==> config.mk <==
export PLATFORM = sky130hd
export DESIGN_NAME = ballot_collector
export DESIGN_NICKNAME = d
export VERILOG_FILES = /design/src/rtl/ballot_collector.sv
export SDC_FILE = /design/constraint.sdc
export NUM_CORES = 1
export LEC_CHECK = 0
export ABC_AREA = 1
export CAP_MARGIN = 25
export CORE_MARGIN = 10
export CORE_UTILIZATION = 68
export CTS_CLUSTER_DIAMETER = 80
export DETAILED_ROUTE_END_ITERATION = 12
export DONT_BUFFER_PORTS = 1
export PLACE_DENSITY = 0.84
export SETUP_SLACK_MARGIN = 0.4
export SLEW_MARGIN = 5
export SYNTH_ARGS = -nofsm -noshare
export SYNTH_HDL_FRONTEND = slang
export SYNTH_SLANG_ARGS = --single-unit
==> constraint.sdc <==
create_clock -name clk -period 6.8 [get_ports clk]
set_input_delay 0.34 -clock clk [delete_from_list [all_inputs] [get_ports clk]]
set_output_delay 0.34 -clock clk [all_outputs]
set_load 0.05 [all_outputs]
==> src/rtl/ballot_collector.sv <==
// ballot_collector: collects one weighted ballot per voter, closes on completion or timeout, then tallies serially into a majority result.
module ballot_collector #(
    parameter int N_VOTERS  = 6,
    parameter int THRESHOLD = 3,
    parameter int TIMEOUT   = 16
) (
    input  logic                clk,
    input  logic                rst,
    input  logic                start,
    input  logic                ballot_valid,
    output logic                ballot_ready,
    input  logic [2:0]          ballot_id,
    input  logic                ballot_vote,
    input  logic                ballot_double,
    output logic [N_VOTERS-1:0] votes_out,
    output logic [N_VOTERS-1:0] doubles_out,
    output logic [3:0]          tally,
    output logic                result,
    output logic                done,
    output logic                busy,
    output logic                dup_error,
    output logic                timeout_flag
);
    typedef enum logic [1:0] {IDLE, COLLECT, TALLY} state_t;
    state_t              state;
    logic [N_VOTERS-1:0] mask;
    logic [N_VOTERS-1:0] id_bit;
    logic [7:0]          timer;
    logic [2:0]          idx;
    logic                take;
    logic                accept;
    logic                complete;
    logic                expire;
    logic [3:0]          add;
    logic [3:0]          sum;
    // Out-of-range ids shift the one-hot bit off the end, so id_bit==0 marks them invalid.
    assign id_bit   = N_VOTERS'(1) << ballot_id;
    assign take     = ballot_valid && state == COLLECT;
    assign accept   = take && |id_bit && !(|(mask & id_bit));
    assign complete = accept && &(mask | id_bit);
    assign expire   = timer == 8'(TIMEOUT - 1);
    assign add      = votes_out[idx] ? (doubles_out[idx] ? 4'd2 : 4'd1) : 4'd0;
    assign sum      = tally + add;
    always_ff @(posedge clk or posedge rst) begin
        if (rst) begin
            state        <= IDLE;
            mask         <= '0;
            timer        <= '0;
            idx          <= '0;
            votes_out    <= '0;
            doubles_out  <= '0;
            tally        <= '0;
            result       <= 1'b0;
            done         <= 1'b0;
            busy         <= 1'b0;
            ballot_ready <= 1'b0;
            dup_error    <= 1'b0;
            timeout_flag <= 1'b0;
        end else begin
            done      <= 1'b0;
            dup_error <= take && !accept;
            case (state)
                IDLE: if (start) begin
                    state        <= COLLECT;
                    ballot_ready <= 1'b1;
                    busy         <= 1'b1;
                    mask         <= '0;
                    timer        <= '0;
                    idx          <= '0;
                    votes_out    <= '0;
                    doubles_out  <= '0;
                    tally        <= '0;
                    result       <= 1'b0;
                    timeout_flag <= 1'b0;
                end
                COLLECT: begin
                    timer <= timer + 8'd1;
                    if (accept) begin
                        mask        <= mask | id_bit;
                        votes_out   <= ballot_vote ? votes_out | id_bit : votes_out & ~id_bit;
                        doubles_out <= ballot_double ? doubles_out | id_bit : doubles_out & ~id_bit;
                    end
                    if (complete || expire) begin
                        state        <= TALLY;
                        ballot_ready <= 1'b0;
                        idx          <= '0;
                        timeout_flag <= !complete;
                    end
                end
                TALLY: begin
                    tally <= sum;
                    idx   <= idx + 3'd1;
                    if (idx == 3'(N_VOTERS - 1)) begin
                        result <= sum >= 4'(THRESHOLD);
                        done   <= 1'b1;
                        busy   <= 1'b0;
                        state  <= IDLE;
                    end
                end
                default: state <= IDLE;
            endcase
        end
    end
endmodule
==> impl_results.md, run 1 <==
* Status: finished clean
* Avg Cell Area, Syn at 7.33 sq um
* Sink Count at 41
* R2R depth at 13
* Worst Hold Class: in2reg
* Initial antenna violation count at 0
* Syn_nets at 330
* DRT Wirelength at 5.45 mm
* DR vias at 2,073
* GR Overflow Total at 0
* Share of total power in combinational logic at 0.322
* Share of layout cells above drive strength 1 at 0.0750
* MaxCap Viol Count at 0
* Warnings from Yosys at 0
* N_diodes at 0
* Final Cell Area at 2440 sq um
* Fin util at 0.737
* CP Cell Sequence: inv_1 -> a21oi_1 -> o21ai_0 -> o21ai_0 -> nand2_1 -> o21ai_0 -> nor2_1 -> ha_1 -> fa_1 -> xor2_1 -> a21oi_1 -> nand2_1 -> a22o_1
* Std-Cell Rows at 21
* CP bufs+invs at 1
* DR pass1 iterations at 4
* Most frequent cells in the layout: nand2_1, dfrtp_1, inv_1, o21ai_0, a21oi_1
* Nets at 334
* IR drop worst, VDD at 0.323 mV
* Clock Path Buffers at 2
* Number of buffers created by CTS at 5
* Final Max Slew Viols at 0
* Die W at 78.3 um
* Kind of critical path: reg2reg
* # H-tree levels at 2
* Post-route minimum period at 2.67 ns
* Routed len/inst at 14.9 um
* Slowest CP cell: dfrtp_1
* CP delay by family, top: compound AO/OA/AOI/OAI gates
* Seq/Total Area, Yosys at 0.444
* Synth top area cells: dfrtp_1, nand2_1, inv_1
* Vias per inst at 5.66
* Final Cycle Share at 0.393
* Die height at 78.3 um
* Tightest Pin Transition at 0.584 ns
* Final hold vios at 0
* Req. time, crit path at 7.07 ns
* CP max stage delay at 0.69 ns
* Switching share of power at 0.474
* Sequential fraction of design power at 0.494
* Synth-to-Final Area Change at 5.64%
* Commonest non-fill, non-tap cell in the layout: nand2_1
* Setup TNS at 0 ns
* Die area at 6130 sq um
* Worst Setup Slack, final at 4.13 ns
* Vias in the first global route at 1,997
* # DRC at 0
* Root buffer cell: clkbuf_4
* Top cell type's share of synthesized area at 0.444
* Mapped cell area at 2310 sq um
* Post-synth cell types at 29
* Pwr/cell area at 382 nW/um^2
* Critical path depth at 13
* Routability Congestion at 0.868
* Ports at 31
* Psw at 442 uW
* Critical path fanouts, max at 3
* Gate count after technology mapping at 315
* Placed cell areas at 2340 sq um
* Clock skew at 0.0103 ns
* Critical path arrival at 2.95 ns
* Tightest hold margin at 0.0793 ns
* First-pass GRT wire length at 9.32 mm
* Antenna Violating Nets Remaining at 0
* P_leak at 0.00126 uW
* Cell mode on critical path: o21ai_0
* Unrepaired setup endpoints after global routing: no
* Synth Register Bits at 41
* Clock power frac at 0.183
* Largest area contributor in the netlist: dfrtp_1
* Relative slew slack at 0.611
* Flop2flop setup slack at 4.13 ns
* Clk slew on worst S/H paths at 0.13 ns
* Global Route Usage Sum at 0.185
* Critical Path End Type: flip-flop
* CTS tree: done
* DRT iter0 DRCs at 261
* Hpwl dp at 3.92 mm
* Pre-CTS setup slack at 4.15 ns
* Input/output buffers at 0
* Starting Density at 0.697
* Clock Latency Late Sink at 0.37 ns
* Core area at 3310 sq um
* WHS Path Cells at 2
* Largest net degree at the start of global routing at 42
* Fillers at 273
* Final setup violation count at 0
* Pint at 490 uW
* CP startpoint kind: flip-flop
* Fmax at 374 MHz
-- layout make-up --
type	count	area, sq um	share of cell area
clock buffer	7	55.1	0.0226
clock inverter	1	30.0	0.0123
inverter	44	168	0.0688
multi-input combinational	225	1080	0.445
sequential	41	1030	0.421
tap	46	57.6	0.0236
timing repair buffer	2	17.5	0.00718
-- power groups by stage --
stage / sequential (uW) / combinational [uW] / clock (uW)
global route: 471 / 348 / 179
floorplan: 441 / 252 / 0
CTS: 460 / 299 / 172
detailed placement: 465 / 297 / 0
finish: 461 / 300 / 171
global placement: 461 / 287 / 0
-- Yosys cell counts, drive strengths merged --
cell type  instances
fa                 1
xnor2              1
nand2b             1
ha                 5
clkbuf             3
clkinv             1
o22ai              1
buf                2
nor2              25
nand4              2
or2                1
a22o               2
dfrtp             41
a21oi             24
nand3             25
o21ai             26
nor3               1
a31oi              1
xor2               2
nand2            107
inv               43
-- routing by layer --
layer	wire length, um	part of all wire	GRT usage
met3	432	0.079	0.0604
met2	2600	0.48	0.295
met5	0	0	0
met1	2310	0.42	0.225
met4	104	0.019	0.0735
-- registers in the layout, summed over array words and instances, names as in the netlist --
| signal | cells |
|---|---|
| tally | 4 |
| dup_error | 1 |
| mask | 6 |
| done | 1 |
| votes_out | 6 |
| idx | 3 |
| result | 1 |
| doubles_out | 6 |
| busy | 1 |
| timeout_flag | 1 |
| timer | 8 |
| ballot_ready | 1 |
| state | 2 |
-- final timing paths --
check                                           startpoint                    endpoint
max in group asynchronous                              rst  doubles_out[0]$_DFFE_PP0P_
min in group asynchronous                              rst        state[1]$_DFFE_PP0P_
worst min-delay path                          ballot_valid         dup_error$_DFF_PP0_
worst min register to register        timer[0]$_DFFE_PP0P_        timer[0]$_DFFE_PP0P_
worst max register to register  doubles_out[1]$_DFFE_PP0P_          result$_DFFE_PP0P_
worst max-delay path            doubles_out[1]$_DFFE_PP0P_          result$_DFFE_PP0P_
-- per-stage QoR --
stage	cells	total power [uW]
after floorplan	315	692
final	366	932
after global routing	366	999
after detailed placement	357	762
after CTS	366	930
after global placement	357	748
-- worst register-to-register path, delay by kind of cell, from the launching register on --
family / cells / cell delay [ns]
compound gates: 6 / 0.78
flops: 1 / 0.69
fa+ha+maj: 2 / 0.62
simple gates: 3 / 0.21
xor+xnor: 1 / 0.17
buf+inv: 1 / 0.13
-- what timing repair did --
| action | in CTS | in global routing |
|---|---|---|
| buffers inserted | 0 | 0 |
| hold buffers | 1 | 0 |
| hold endpoints to repair | 33 | 0 |
| gates resized for setup | 0 | 0 |
-- kinds of logic (layout without fill, tap and decap cells) --
logic type               after synthesis  after routing  share of synthesized area
AND/OR/NAND/NOR                      162            162                      0.301
AO/OA/AOI/OAI                         54             54                      0.121
buffers and inverters                 49             54                     0.0856
flip-flops                            41             41                      0.444
adder cells (fa/ha/maj)                6              6                     0.0358
XOR/XNOR                               3              3                     0.0114
Note: power is estimated with default switching activity, not from simulation.
==> inputs of run 2 (changes only) <==
- CORE_UTILIZATION: 68 -> 57
- PLACE_DENSITY: 0.84 -> 0.75
- clock period: 6.8 -> 2.31 ns (I/O delays scaled with it)
==> impl_results.md, run 2 (same netlist as run 1, synthesis figures left out) <==
* Status: finished clean
* Post-route minimum period at 2.23 ns (-0.440 ns)
* Clock Latency Late Sink at 0.30 ns (-0.07 ns)
* Final Cycle Share at 0.967 (+0.574)
* Synth-to-Final Area Change at 17.8%
* Cell mode on critical path: nor2_2
* Req. time, crit path at 2.51 ns (-4.56 ns)
* Critical path fanouts, max at 8 (+5)
* Unrepaired setup endpoints after global routing: yes
* Final Max Slew Viols at 0 (unchanged)
* Share of layout cells above drive strength 1 at 0.208 (+0.133)
* Critical Path End Type: flip-flop
* Flop2flop setup slack at 0.08 ns (-4.05 ns)
* Max FFs per register at 8 (unchanged)
* Fmax at 448 MHz (+20%)
* WHS Path Cells at 4 (+2)
* CTS tree: done
* Die W at 83.6 um (+6.9%)
* Pwr/cell area at 1160 nW/um^2 (+200%)
* Multi-input gate area at 1120 sq um (+3.7%)
* Relative slew slack at 0.541 (-0.0691)
* Nets at 356 (+6.6%)
* Reg-to-Reg Start: idx[0]$_DFFE_PP0P_
* Kind of critical path: reg2reg
* Slowest CP cell: dfrtp_2
* N_diodes at 0 (unchanged)
* Tightest Pin Transition at 0.688 ns (+0.104 ns)
* Sink Count at 41 (unchanged)
* Final setup violation count at 0 (unchanged)
* Reg area at 1040 sq um (+1.5%)
* DRT iter0 DRCs at 235 (-10%)
* # DRC at 0 (unchanged)
* Number of buffers created by CTS at 5 (unchanged)
* R2R depth at 11 (-2)
* Vias per inst at 5.51 (-2.8%)
* Std-Cell Rows at 23 (+9.5%)
* Clock skew at 0.00695 ns (-0.00340 ns)
* Critical register-to-register path endpoint: result$_DFFE_PP0P_
* Hpwl dp at 4.18 mm (+6.6%)
* First-pass GRT wire length at 9.61 mm (+3.1%)
* Global Route Usage Sum at 0.164 (-0.0208)
* Critical path arrival at 2.43 ns (-0.52 ns)
* MaxCap Viol Count at 0 (unchanged)
* CP startpoint kind: flip-flop
* Fillers at 333 (+22%)
* Antenna Violating Nets Remaining at 0 (unchanged)
* Commonest non-fill, non-tap cell in the layout: nand2_1
* # H-tree levels at 2 (unchanged)
* Die area at 7000 sq um (+14%)
* Routed len/inst at 14.9 um (about the same)
* Worst Setup Slack, final at 0.0764 ns (-4.05 ns)
* Largest reg by FF count: timer
* Die height at 83.6 um (+6.9%)
* DR vias at 2,159 (+4.1%)
* Most frequent cells in the layout: nand2_1, inv_1, dfrtp_1, a21oi_1
* IR drop worst, VDD at 0.779 mV (+140%)
* DRT Wirelength at 5.84 mm (+7.1%)
* Clk slew on worst S/H paths at 0.08 ns (-0.05 ns)
* Vias in the first global route at 2,021 (+1.2%)
* Ports at 31 (unchanged)
* Hold EP: votes_out[0]$_DFFE_PP0P_
* Clock Path Buffers at 2 (unchanged)
* Final hold vios at 0 (unchanged)
* Initial antenna violation count at 0 (unchanged)
* Root buffer cell: clkbuf_8
* Largest net degree at the start of global routing at 24 (-43%)
* Pre-CTS setup slack at 0.123 ns (-4.03 ns)
* Fin util at 0.685 (-0.0520)
* GR Overflow Total at 0 (unchanged)
* CP max stage delay at 0.47 ns (-0.22 ns)
* Hold_sp: ballot_vote
* DR pass1 iterations at 4 (unchanged)
* Input/output buffers at 0 (unchanged)
* Worst Hold Class: in2reg
* P_leak at 0.00137 uW (+9.1%)
* Core area at 3970 sq um (+20%)
* Starting Density at 0.581 (-0.116)
* CP Cell Sequence: buf_6 -> nor2_2 -> nor2_2 -> a21oi_2 -> nor2_1 -> ha_2 -> fa_2 -> xor2_1 -> a21oi_1 -> nand2_1 -> a22o_1
* Routability Congestion at 0.825 (-5.0%)
-- run 2: cell types whose count changed in the layout (fill, tap and decap cells not counted), moves of 3 or more --
cell | previous run | this run
buf_4 | 1 | 21
dfrtp_1 | 41 | 29
dfrtp_2 | 0 | 12
o21ai_0 | 26 | 17
o21ai_1 | 0 | 7
clkbuf_4 | 5 | 0
clkbuf_8 | 1 | 5
inv_1 | 38 | 35
inv_2 | 4 | 7
-- run 2: worst max path at each step --
| stage | depth (start not counted) | slack [ns] | to | startpoint |
|---|---|---|---|---|
| 2_1_floorplan | 13 | 0.19 | result$_DFFE_PP0P_ | doubles_out[1]$_DFFE_PP0P_ |
| 3_3_place_gp | 11 | 0.19 | result$_DFFE_PP0P_ | idx[1]$_DFFE_PP0P_ |
| 3_5_place_dp | 12 | 0.12 | result$_DFFE_PP0P_ | idx[0]$_DFFE_PP0P_ |
| 4_1_cts | 12 | 0.16 | result$_DFFE_PP0P_ | idx[0]$_DFFE_PP0P_ |
| 5_1_grt | 11 | -0.005 | result$_DFFE_PP0P_ | idx[0]$_DFFE_PP0P_ |
| 6_report | 11 | 0.08 | result$_DFFE_PP0P_ | idx[0]$_DFFE_PP0P_ |
-- run 2: per-layer routing --
layer,vias up,part of all wire,GRT usage
li1,1050,-,-
met1,1034,0.44,0.203
met2,63,0.49,0.264
met3,12,0.060,0.0459
met4,0,0.014,0.0578
met5,-,0,0
-- run 2: metrics by stage --
stage / instances / instance area [sq um] / hold WS (ns) / power (uW) / setup TNS (ns)
after detailed placement: 379 / 2500 / 0.0636 / 2360 / 0
after global placement: 379 / 2500 / 0.0609 / 2340 / 0
after floorplan: 315 / 2340 / 0.236 / 2070 / 0
final: 392 / 2720 / 0.0428 / 3150 / 0
after global routing: 392 / 2720 / 0.0637 / 3360 / -0.00509
after CTS: 390 / 2670 / 0.0393 / 3080 / 0
-- run 2: power breakdown --
group | internal, uW | switching (uW) | leakage, uW
Sequential | 915 | 305 | 0.000534
Clock | 429 | 261 | 0.0000681
Combinational | 408 | 827 | 0.000769
Total | 1750 | 1390 | 0.00137
-- run 2: cell type report --
type	count	share of cell area
multi-input combinational	225	0.414
sequential	41	0.383
timing repair buffer	24	0.0695
inverter	44	0.0617
clock buffer	5	0.0253
clock inverter	3	0.0239
tap	50	0.0230
-- run 2: timing repair --
item | 4_1_cts | 5_1_grt
hold buffers | 2 | 0
resized for setup | 10 | 9
setup endpoints to repair | 4 | 4
pin swaps | 2 | 4
setup buffers | 1 | 2
hold endpoints to repair | 42 | 0
-- run 2: worst max-delay path: cells and delay by family (launching register included) --
family | cells | cell delay [ns]
simple gates | 4 | 0.33
buf+inv | 1 | 0.16
compound gates | 3 | 0.45
xor+xnor | 1 | 0.16
flops | 1 | 0.47
fa+ha+maj | 2 | 0.55
